File: config.mk
export PLATFORM = sky130hd
export DESIGN_NAME = layered_elastic_pipe
export DESIGN_NICKNAME = d
export VERILOG_FILES = /design/src/rtl/nn_pipe_pkg.sv /design/src/rtl/elastic_stage.sv /design/src/rtl/layered_elastic_pipe.sv
export SDC_FILE = /design/constraint.sdc
export NUM_CORES = 1
export LEC_CHECK = 0
export CORE_ASPECT_RATIO = 1.2
export CORE_MARGIN = 2
export CORE_UTILIZATION = 49
export CTS_BUF_LIST = sky130_fd_sc_hd__clkbuf_4 sky130_fd_sc_hd__clkbuf_8 sky130_fd_sc_hd__clkbuf_16
export DETAILED_ROUTE_END_ITERATION = 10
export HOLD_SLACK_MARGIN = 0.02
export PLACE_DENSITY = 0.78
export SLEW_MARGIN = 20
export SYNTH_ARGS = -nofsm -noshare
export SYNTH_HDL_FRONTEND = slang
export SYNTH_HIERARCHICAL = 1
export SYNTH_SLANG_ARGS = --single-unit
File: constraint.sdc
create_clock -name clk -period 7.95 [get_ports clk]
set_input_delay 1.9875 -clock clk [delete_from_list [all_inputs] [get_ports clk]]
set_output_delay 1.9875 -clock clk [all_outputs]
set_load 0.02 [all_outputs]
File: src/rtl/nn_pipe_pkg.sv
// Purpose: shared types and depth helpers for the forward-network alignment pipes.
// Latency: n/a (package only).
// Backpressure: n/a (package only).
package nn_pipe_pkg;

    localparam int NN_DATA_W = 16;

    // One matrix element: signed fixed point, carried bit-exact through the pipes.
    typedef logic signed [NN_DATA_W-1:0] elem_t;

    // Alignment depth for a layer: two register slots per remaining layer,
    // counting the layer itself.
    function automatic int layer_pipe_depth(input int total, input int layer);
        return 2 * (total - layer + 1);
    endfunction

    // Width of a counter that must represent 0..depth inclusive.
    function automatic int occ_width(input int depth);
        return (depth < 1) ? 1 : $clog2(depth + 1);
    endfunction

endpackage

File: src/rtl/elastic_stage.sv
// Purpose: one elastic slot (valid flag plus M x N matrix register) of the alignment pipe.
// Latency: 1 cycle from upstream to this slot when adv is high.
// Backpressure: loads only on adv; data moves only with a valid upstream, otherwise holds.
//
// Ports: clk/reset (async active-low), flush (sync clear of valid only),
//        adv (slot may load this cycle), up_vld/up_dat (upstream slot or input),
//        vld/dat (slot contents, feed the next slot downstream).
module elastic_stage #(
    parameter int M      = 2,
    parameter int N      = 1,
    parameter int DATA_W = 16
) (
    input  logic                               clk,
    input  logic                               reset,
    input  logic                               flush,
    input  logic                               adv,
    input  logic                               up_vld,
    input  logic [0:M-1][0:N-1][DATA_W-1:0]    up_dat,
    output logic                               vld,
    output logic [0:M-1][0:N-1][DATA_W-1:0]    dat
);

    logic                            valid_q, valid_d;
    logic [0:M-1][0:N-1][DATA_W-1:0] data_q,  data_d;

    always_comb begin
        valid_d = valid_q;
        data_d  = data_q;
        if (flush) begin
            // Flush clears occupancy only; the data register keeps its contents.
            valid_d = 1'b0;
        end else if (adv) begin
            valid_d = up_vld;
            // Holding data on a bubble keeps downstream data stable and saves toggles.
            if (up_vld) begin
                data_d = up_dat;
            end
        end
    end

    always_ff @(posedge clk or negedge reset) begin
        if (!reset) begin
            valid_q <= 1'b0;
            data_q  <= '0;
        end else begin
            valid_q <= valid_d;
            data_q  <= data_d;
        end
    end

    assign vld = valid_q;
    assign dat = data_q;

endmodule

File: src/rtl/layered_elastic_pipe.sv
// Purpose: layer-aligned M x N matrix delay line with valid/ready, bubble collapse, flush, occupancy.
// Latency: DEPTH cycles (accept at edge t -> out_valid after edge t+DEPTH-1), 1 matrix/cycle.
// Backpressure: in_ready drops only when every slot is valid and the tail is stalled, or during flush.
//
// Ports: clk, reset (async active-low), flush (sync clear),
//        in_valid/in_ready/data (upstream handshake and matrix),
//        out_valid/out_ready/out_data (downstream handshake and matrix),
//        occupancy (number of valid slots, 0..DEPTH).
module layered_elastic_pipe
    import nn_pipe_pkg::*;
#(
    parameter int M              = 2,
    parameter int N              = 1,
    parameter int DATA_W         = NN_DATA_W,
    parameter int TOTAL_LAYERS   = 3,
    parameter int LAYER_NUMBER   = 0,
    parameter int DEPTH_OVERRIDE = 0,
    localparam int DEPTH = (DEPTH_OVERRIDE > 0) ? DEPTH_OVERRIDE
                                                : layer_pipe_depth(TOTAL_LAYERS, LAYER_NUMBER),
    localparam int OCC_W = occ_width(DEPTH)
) (
    input  logic                               clk,
    input  logic                               reset,
    input  logic                               flush,
    input  logic                               in_valid,
    output logic                               in_ready,
    input  logic [0:M-1][0:N-1][DATA_W-1:0]    data,
    output logic                               out_valid,
    input  logic                               out_ready,
    output logic [0:M-1][0:N-1][DATA_W-1:0]    out_data,
    output logic [OCC_W-1:0]                   occupancy
);

    if (DEPTH < 1 || LAYER_NUMBER > TOTAL_LAYERS) begin : g_param_err
        $error("layered_elastic_pipe: bad parameters (DEPTH=%0d, LAYER_NUMBER=%0d, TOTAL_LAYERS=%0d)",
               DEPTH, LAYER_NUMBER, TOTAL_LAYERS);
    end

    logic [DEPTH-1:0]                stage_vld;
    logic [DEPTH-1:0]                stage_adv;
    logic [DEPTH-1:0]                up_vld;
    logic [0:M-1][0:N-1][DATA_W-1:0] stage_dat [DEPTH];
    logic [0:M-1][0:N-1][DATA_W-1:0] up_dat    [DEPTH];

    // Advance chain, flattened: adv_k = ~valid_k | adv_{k+1} with
    // adv_tail = out_ready | ~valid_tail unrolls to "out_ready, or some slot
    // from k to the tail is empty". Walking the run of full slots from the
    // tail avoids a combinational self-reference on the adv vector.
    always_comb begin
        logic full_run;
        full_run  = 1'b1;
        stage_adv = '0;
        for (int k = DEPTH - 1; k >= 0; k--) begin
            full_run     = full_run & stage_vld[k];
            stage_adv[k] = out_ready | ~full_run;
        end
    end

    assign in_ready = stage_adv[0] & ~flush;

    for (genvar k = 0; k < DEPTH; k++) begin : g_stage
        if (k == 0) begin : g_head
            assign up_vld[k] = in_valid & in_ready;
            assign up_dat[k] = data;
        end else begin : g_body
            assign up_vld[k] = stage_vld[k-1];
            assign up_dat[k] = stage_dat[k-1];
        end

        elastic_stage #(
            .M      (M),
            .N      (N),
            .DATA_W (DATA_W)
        ) u_stage (
            .clk    (clk),
            .reset  (reset),
            .flush  (flush),
            .adv    (stage_adv[k]),
            .up_vld (up_vld[k]),
            .up_dat (up_dat[k]),
            .vld    (stage_vld[k]),
            .dat    (stage_dat[k])
        );
    end

    assign out_valid = stage_vld[DEPTH-1];
    assign out_data  = stage_dat[DEPTH-1];

    // Occupancy tracks handshakes rather than popcounting the valid flags.
    logic             in_hs;
    logic             out_hs;
    logic [OCC_W-1:0] occ_q, occ_d;

    assign in_hs  = in_valid & in_ready;
    assign out_hs = out_valid & out_ready;

    always_comb begin
        occ_d = occ_q;
        if (flush) begin
            occ_d = '0;
        end else if (in_hs && !out_hs) begin
            occ_d = occ_q + OCC_W'(1);
        end else if (out_hs && !in_hs) begin
            occ_d = occ_q - OCC_W'(1);
        end
    end

    always_ff @(posedge clk or negedge reset) begin
        if (!reset) begin
            occ_q <= '0;
        end else begin
            occ_q <= occ_d;
        end
    end

    assign occupancy = occ_q;

endmodule

* Yosys cells after proc, flatten, opt, wreduce, memory -nomap -nowiden
Cells that the tools add are included.
W data, S select, Z words.
** Word-level totals
- Flip-flop bits (word level) :: 268
- Output and inout port bits :: 38
- Word-level logic and storage cells :: 94
** Cells by class
- Add/sub/neg operators :: 2
- Mux-type cells :: 19
- Bitwise logic cells :: 27
- Reduce and logical (&&, ||, !) cells :: 21
** Operators with widths (number)
- $reduce_and A3 Y1 :: 8
- $mux W1 :: 16
- $reduce_bool A2 Y1 :: 8
- $mux W4 :: 3
- $and A1 B1 Y1 :: 10
- $not A1 Y1 :: 9
- $or A1 B1 Y1 :: 8
- $add A4 B1 Y4 const B :: 1
- $sub A4 B1 Y4 const B :: 1
- $reduce_bool A3 Y1 :: 1
- $logic_and A1 B1 Y1 :: 2
- $logic_not A1 Y1 :: 2

* Depth between registers and ports, before layout
Gate-level depths: netlist (run 1).
- Word-level depth :: 16
- Depth in mapped cells :: 11
- Depth with buffers taken out :: 11

* By module
Netlist (run 1), hierarchy kept.
** Modules (own cells, without submodules)
- elastic_stage :: instances 8, cells an instance 71, area each 1366.3 um^2
- layered_elastic_pipe :: instances 1, cells an instance 51, area each 434.2 um^2

* Least setup slack after synthesis (run 1)
No wires, ideal clock.
- Path kind :: input to output
- From :: input out_ready
- To :: output in_ready
- Data arrival time :: 2806 ps
- Slack :: 3156 ps
- Stages on the path :: 5
- Buffers on the path :: 0
- Cells stage by stage :: nand3b_4 nor2_4 inv_4 nor3_1 nor2_1
** On the way
- Word-level cells in the longest chain between the ends :: 2
** RTL lines
- from (decl) :: line layered_elastic_pipe.sv:29 : input logic out_ready,
- $or A1 B1 Y1 :: line layered_elastic_pipe.sv:55 : stage_adv[k] = out_ready | ~full_run;
- $and A1 B1 Y1 :: line layered_elastic_pipe.sv:59 : assign in_ready = stage_adv[0] & ~flush;
- to (decl) :: line layered_elastic_pipe.sv:26 : output logic in_ready,
Every way passes these cells.

* Worst setup path in the final report (run 1)
Same ends and word-level chain as after synthesis.

==> results of run 1 <==
[worst paths after layout]
check                                              to  slack, ns
max reg2reg                              occupancy[3]       5.03
min                        g_stage[0].u_stage/dat[27]       0.51
min reg2reg                g_stage[0].u_stage/dat[27]       0.51
min in group asynchronous                occupancy[2]       1.53
max in group asynchronous  g_stage[0].u_stage/dat[11]       5.18
max                                          in_ready       2.02
[power by group through the flow]
| stage | logic (mW) | clock network (mW) | registers [mW] |
|---|---|---|---|
| after floorplan | 0.273 | 0 | 1.63 |
| after global placement | 0.331 | 0 | 1.65 |
| after detailed placement | 0.349 | 0 | 1.67 |
| after CTS | 0.352 | 1.18 | 1.65 |
| after global routing | 0.376 | 1.25 | 1.67 |
| final | 0.347 | 1.15 | 1.65 |
[area by class of cell]
class / instances / area [sq um]
repair buffers: 75 / 765.7
fillers: 1707 / 9917
multi-input cells: 320 / 4359
clock inverters: 6 / 58.81
well taps: 315 / 394.1
flip-flops and latches: 268 / 6706
clock buffers: 37 / 747.0
inverters: 6 / 25.02
[flip-flops by register name, indices dropped and copies added (netlist names)]
register,cells
g_stage.u_stage/vld,8
occupancy,4
g_stage.u_stage/dat,256
[logic make-up (layout without fill, tap and decap cells)]
group | count (synthesis) | in the layout
multiplexers | 264 | 264
flip-flops | 268 | 268
adder cells (fa/ha/maj) | 3 | 3
buffers and inverters | 31 | 124
XOR/XNOR | 1 | 1
AO/OA/AOI/OAI | 11 | 11
AND/OR/NAND/NOR | 41 | 41
[stage by stage]
stage	utilization (%)	hold WS, ns
5_1_grt	56.83	0.5244
3_3_place_gp	53.33	0.4930
6_report	56.83	0.5062
2_1_floorplan	-	0.4749
3_5_place_dp	53.33	0.4936
4_1_cts	56.83	0.5125
[cells in the final DEF (no fill, tap or decap), types with 2 or more instances in the layout]
master,instances
ha_1,2
clkbuf_16,25
clkdlybuf4s50_1,73
mux2_2,16
clkinv_2,4
nand3_1,4
nand3b_4,9
inv_1,5
nor3_1,2
a21boi_1,2
mux2_4,240
dfrtp_1,268
clkbuf_4,7
a21oi_1,3
nor2_1,11
mux2i_1,8
nand2_1,5
clkbuf_8,5
[per-layer routing]
layer	wire, um	GRT usage, %
met1	8071	20.80
met2	8480	24.53
met3	616	1.959
met4	272	3.745
met5	0	0
[worst max-delay path: cells and delay by family]
kind / cells / cell delay, ns
simple gates: 4 / 0.82
buf+inv: 3 / 1.14
==> flow_summary.yaml, run 1 <==
pwr:
  switching_power_mw: 0.6717
  power_mw: 3.142
  pwr_density_cell_nw_per_um2: 240.7
  p_int_mw: 2.471
  leakage_nw: 6.906
  p_clk_share_pct: 36.5
  p_seq_share_pct: 52.4
  irDropWorstVdd_v: 0.0001701
  swShare_pct: 21.37
  power_frac_comb_pct: 11.0
critical_path:
  r2r_cells: 11
  timing.critical_path.mode_cell: "clkdlybuf4s50_1"
  r2r-start: "g_stage[7].u_stage/vld"
  cp_slowest_stage_delay_ns: 0.57
  critPathLaunch: "out_ready"
  slowest_stage: "clkdlybuf4s50_1"
  crit_arrival_ns: 3.95
  critPathKind: "in -> out"
  crit_path_end_kind: "output pin"
  crit_path_start_kind: "input port"
  worstPathCellList: "clkdlybuf4s50_1, nand3b_4, nor2_4, inv_4, nor3_1, nor2_1, clkdlybuf4s50_1"
  crit_required_ns: 5.96
  critPathMaxFanout: 5
finish:
  layout-drive-gt1-share_pct: 44.66
  nNetsFinal: 736
  num_antenna_cells: 0
  finish.instance_area_sq_um: 13060
  area_growth_pct: 14.89
  fin_cells: 1027
clock_tree:
  worstSkewPairLatency_ns: 0.49
  clk_path_buf_depth: 3
  clockRootBuffer: "clkbuf_16"
  post_cts_buffers: 0
  cts_buffers: 25
  cts_max_level: 1
  path_clk_slew_ns: 0.06
  tritoncts: "built"
  cts.repair.resized: 0
  clock-sinks: 268
  holdBufCountCts: 0
min_path:
  min_path_cells: 1
  worstHoldStart: "g_stage[0].u_stage/dat[27]"
  hold_path.class: "reg -> reg"
sta:
  setup_tns_ns: 0
  setup_viol: 0
  fin_crit_ns: 5.935
  tightest_slew_ns: 0.8804
  max_freq_mhz: 168.5
  rsz0062_at_grt: "false"
  finalCritPeriodShare_pct: 74.65
  finalHoldViolCount: 0
  drv_slew: 0
  relSlewSlack_pct: 41.30
  finClkSkew_ns: 0.005651
  setup_slack_ns: 2.015
job:
  max_cap_violations: 0
synth:
  yosys-top-cells-area: "dfrtp_1 59%, mux2_4 32%, buf_6 2.4%, nand3b_4 1.6%, mux2_2 1.6%"
  synth_top_family_by_area: "multiplexers"
  synth.cells.most_frequent: "268 x dfrtp_1, 240 x mux2_4, 24 x buf_6"
  ys_warn_count: 6
  synth-seq-cells: 268
  synth_edf_count: 0
  yosysMostFrequentCell: "dfrtp_1"
  synth_area_leader_cell: "dfrtp_1"
  yosysSeqAreaShare_pct: 59.01
  synth_area_sq_um: 11360
  synth.distinct_cells: 34
  synthFlopType: "dfrtp_1"
  avgSynthCellArea_sq_um: 18.36
  synth_cells: 619
  synth_mux_area_share_pct: 34.00
  async_reset_ff_share_pct: 100.0
  synth-compound-area-share_pct: 0.8037
  synth_top_area_share_pct: 59.01
  synth_fa_ha_area_share_pct: 0.3963
  synthSimpleGateAreaFrac_pct: 3.083
  synth_fp_nets: 659
  yosys.area_share.xor_xnor_pct: 0.07707
global_route:
  grt_start_max_net_pins: 152
  grt_overflow: 0
  grt_pass1_vias: 5516
  grt_first_pass_wirelength_um: 29500
  grt.total_usage_pct: 14.81
  grt_antenna_before_repair: 0
route:
  drt-initial-drc-count: 232
  viasPerCell: 4.924
  wl_per_cell_um: 16.98
  via_count: 5057
  dr.pass1.iters: 4
  route.detailed.drc: 0
  finalWirelength_um: 17440
  ant_nets: 0
placed_design:
  io_buffers: 74
  pre_cts_ws_ns: 2.025
  hpwl_um: 11870
  dp.cells: 984
  place_congestion: 0.6701
  placedInstanceArea_sq_um: 12250
status:
  status: "finished clean"
die:
  io_pins: 75
  chipHeight_um: 170.8
  dieArea_sq_um: 24430
  start_util_pct: 49.47
  die_width_um: 143.0
  core_area_sq_um: 22970
  rows: 61
Note: power is estimated with default switching activity, not from simulation.
==> run 2, diff against run 1 <==
==> constraint.sdc (replaced) <==
create_clock -name clk -period 5.8 [get_ports clk]
set_input_delay 1.45 -clock clk [delete_from_list [all_inputs] [get_ports clk]]
set_output_delay 1.45 -clock clk [all_outputs]
set_load 0.02 [all_outputs]
==> run 2 against run 1 <==
Register-to-register slack got worse by 2.2 ns. Sequential share of layout area fell by 0.073 points. Clock skew rose by 0.0065 ns. Largest cell class unchanged.
==> flow_summary.yaml, run 2 (same netlist as run 1, synthesis figures left out) <==
clock_tree:
  path_clk_slew_ns: 0.06
  cts.repair.resized: 0
  clockRootBuffer: "clkbuf_16"
  tritoncts: "built"
  cts_max_level: 1
  post_cts_buffers: 0
  cts_buffers: 25
  clk_path_buf_depth: 3
  clock-sinks: 268
  holdBufCountCts: 0
  worstSkewPairLatency_ns: 0.51
sta:
  finalCritPeriodShare_pct: 83.18
  finalHoldViolCount: 0
  drv_slew: 0
  finClkSkew_ns: 0.01216
  setup_viol: 0
  rsz0062_at_grt: "false"
  relSlewSlack_pct: 34.44
  setup_tns_ns: 0
  tightest_slew_ns: 0.9835
  max_freq_mhz: 207.3
  fin_crit_ns: 4.824
critical_path:
  crit_path_end_kind: "output pin"
  critPathKind: "in -> out"
  crit_required_ns: 4.35
  crit_path_start_kind: "input port"
  crit_arrival_ns: 3.37
  critPathMaxFanout: 5
route:
  finalWirelength_um: 17320
  drt-initial-drc-count: 146
  viasPerCell: 4.932
  ant_nets: 0
  via_count: 5085
  dr.pass1.iters: 4
  route.detailed.drc: 0
  wl_per_cell_um: 16.80
die:
  chipHeight_um: 170.8
  io_pins: 75
  start_util_pct: 49.47
  die_width_um: 143.0
  dieArea_sq_um: 24430
  rows: 61
  core_area_sq_um: 22970
placed_design:
  dp.cells: 986
  place_congestion: 0.6718
  io_buffers: 74
  hpwl_um: 11980
finish:
  fin_cells: 1031
  fillCellCount: 1727
  largest_reg_flops: 256
  seq_area_sq_um: 6706
  final_cell_mix: "268 x dfrtp_1, 240 x mux2_4, 73 x clkdlybuf4s50_1"
  nNetsFinal: 738
  multi_input_area_sq_um: 4359
  final_common_cell: "dfrtp_1"
  layout-drive-gt1-share_pct: 44.97
  num_antenna_cells: 0
  area_growth_pct: 15.05
global_route:
  grt_first_pass_wirelength_um: 29480
  grt_start_max_net_pins: 135
  grt.total_usage_pct: 14.88
  grt_overflow: 0
  grt_pass1_vias: 5608
  grt_antenna_before_repair: 0
pwr:
  power_mw: 4.324
  irDropWorstVdd_v: 0.0002265
  leakage_nw: 6.917
  pwr_density_cell_nw_per_um2: 330.7
status:
  status: "finished clean"
job:
  max_cap_violations: 0
min_path:
  hold_path.class: "reg -> reg"
==> run 2: cell count changes in the layout (fill, tap and decap cells not counted), sizes merged <==
| cell | change |
|---|---|
| clkinvlp | +1 |
| clkbuf | -1 |
| clkinv | +2 |
| buf | +2 |
==> run 2: final cells by class <==
| cell class | instances | area share (%) |
|---|---|---|
| Sequential cell | 268 | 51.29 |
| Multi-Input combinational cell | 320 | 33.34 |
| Timing Repair Buffer | 77 | 5.876 |
| Clock buffer | 36 | 5.703 |
| Tap cell | 315 | 3.014 |
| Clock inverter | 9 | 0.5837 |
| Inverter | 6 | 0.1914 |
==> run 2: through the flow <==
step           util (%)  setup WS, ns  instance area, sq um  hold WS [ns]
3_5_place_dp      53.34        0.9717                 12250        0.4905
2_1_floorplan         -         2.081                 11360        0.4749
4_1_cts           56.91        0.9569                 13080        0.5045
3_3_place_gp      53.34         1.030                 12250        0.4917
5_1_grt           56.91        0.8379                 13080        0.5167
6_report          56.91        0.9756                 13080        0.4998
==> run 2: worst max-delay path, cell delays in order <==
cell             delay, ns
clkdlybuf4s50_1       0.47
nand3b_4              0.23
nor2_4                0.16
inv_4                 0.08
nor3_1                0.33
nor2_1                0.08
clkdlybuf4s50_1       0.57
==> run 2: path summary, 6_finish.rpt <==
check	startpoint	endpoint	slack [ns]	cells after the start
max	out_ready	in_ready	0.98	7
min	g_stage[1].u_stage/dat[26]	g_stage[1].u_stage/dat[26]	0.50	1
max reg2reg	g_stage[7].u_stage/vld	occupancy[3]	2.87	11
min reg2reg	g_stage[1].u_stage/dat[26]	g_stage[1].u_stage/dat[26]	0.50	1
max in group asynchronous	reset	g_stage[2].u_stage/dat[11]	3.49	2
min in group asynchronous	reset	occupancy[0]	0.98	1
==> run 2: routing by layer <==
metal / track usage [%] / vias up / part of all wire, %
met3: 2.071 / 37 / 3.8
met4: 5.295 / 0 / 2.6
met1: 20.19 / 2576 / 45
met2: 24.63 / 103 / 48
li1: - / 2369 / -
met5: 0 / - / 0
==> run 2: power by group <==
part / internal, mW / total, mW / switching, mW
Clock: 0.939 / 1.60 / 0.657
Combinational: 0.346 / 0.475 / 0.129
Sequential: 2.11 / 2.25 / 0.147
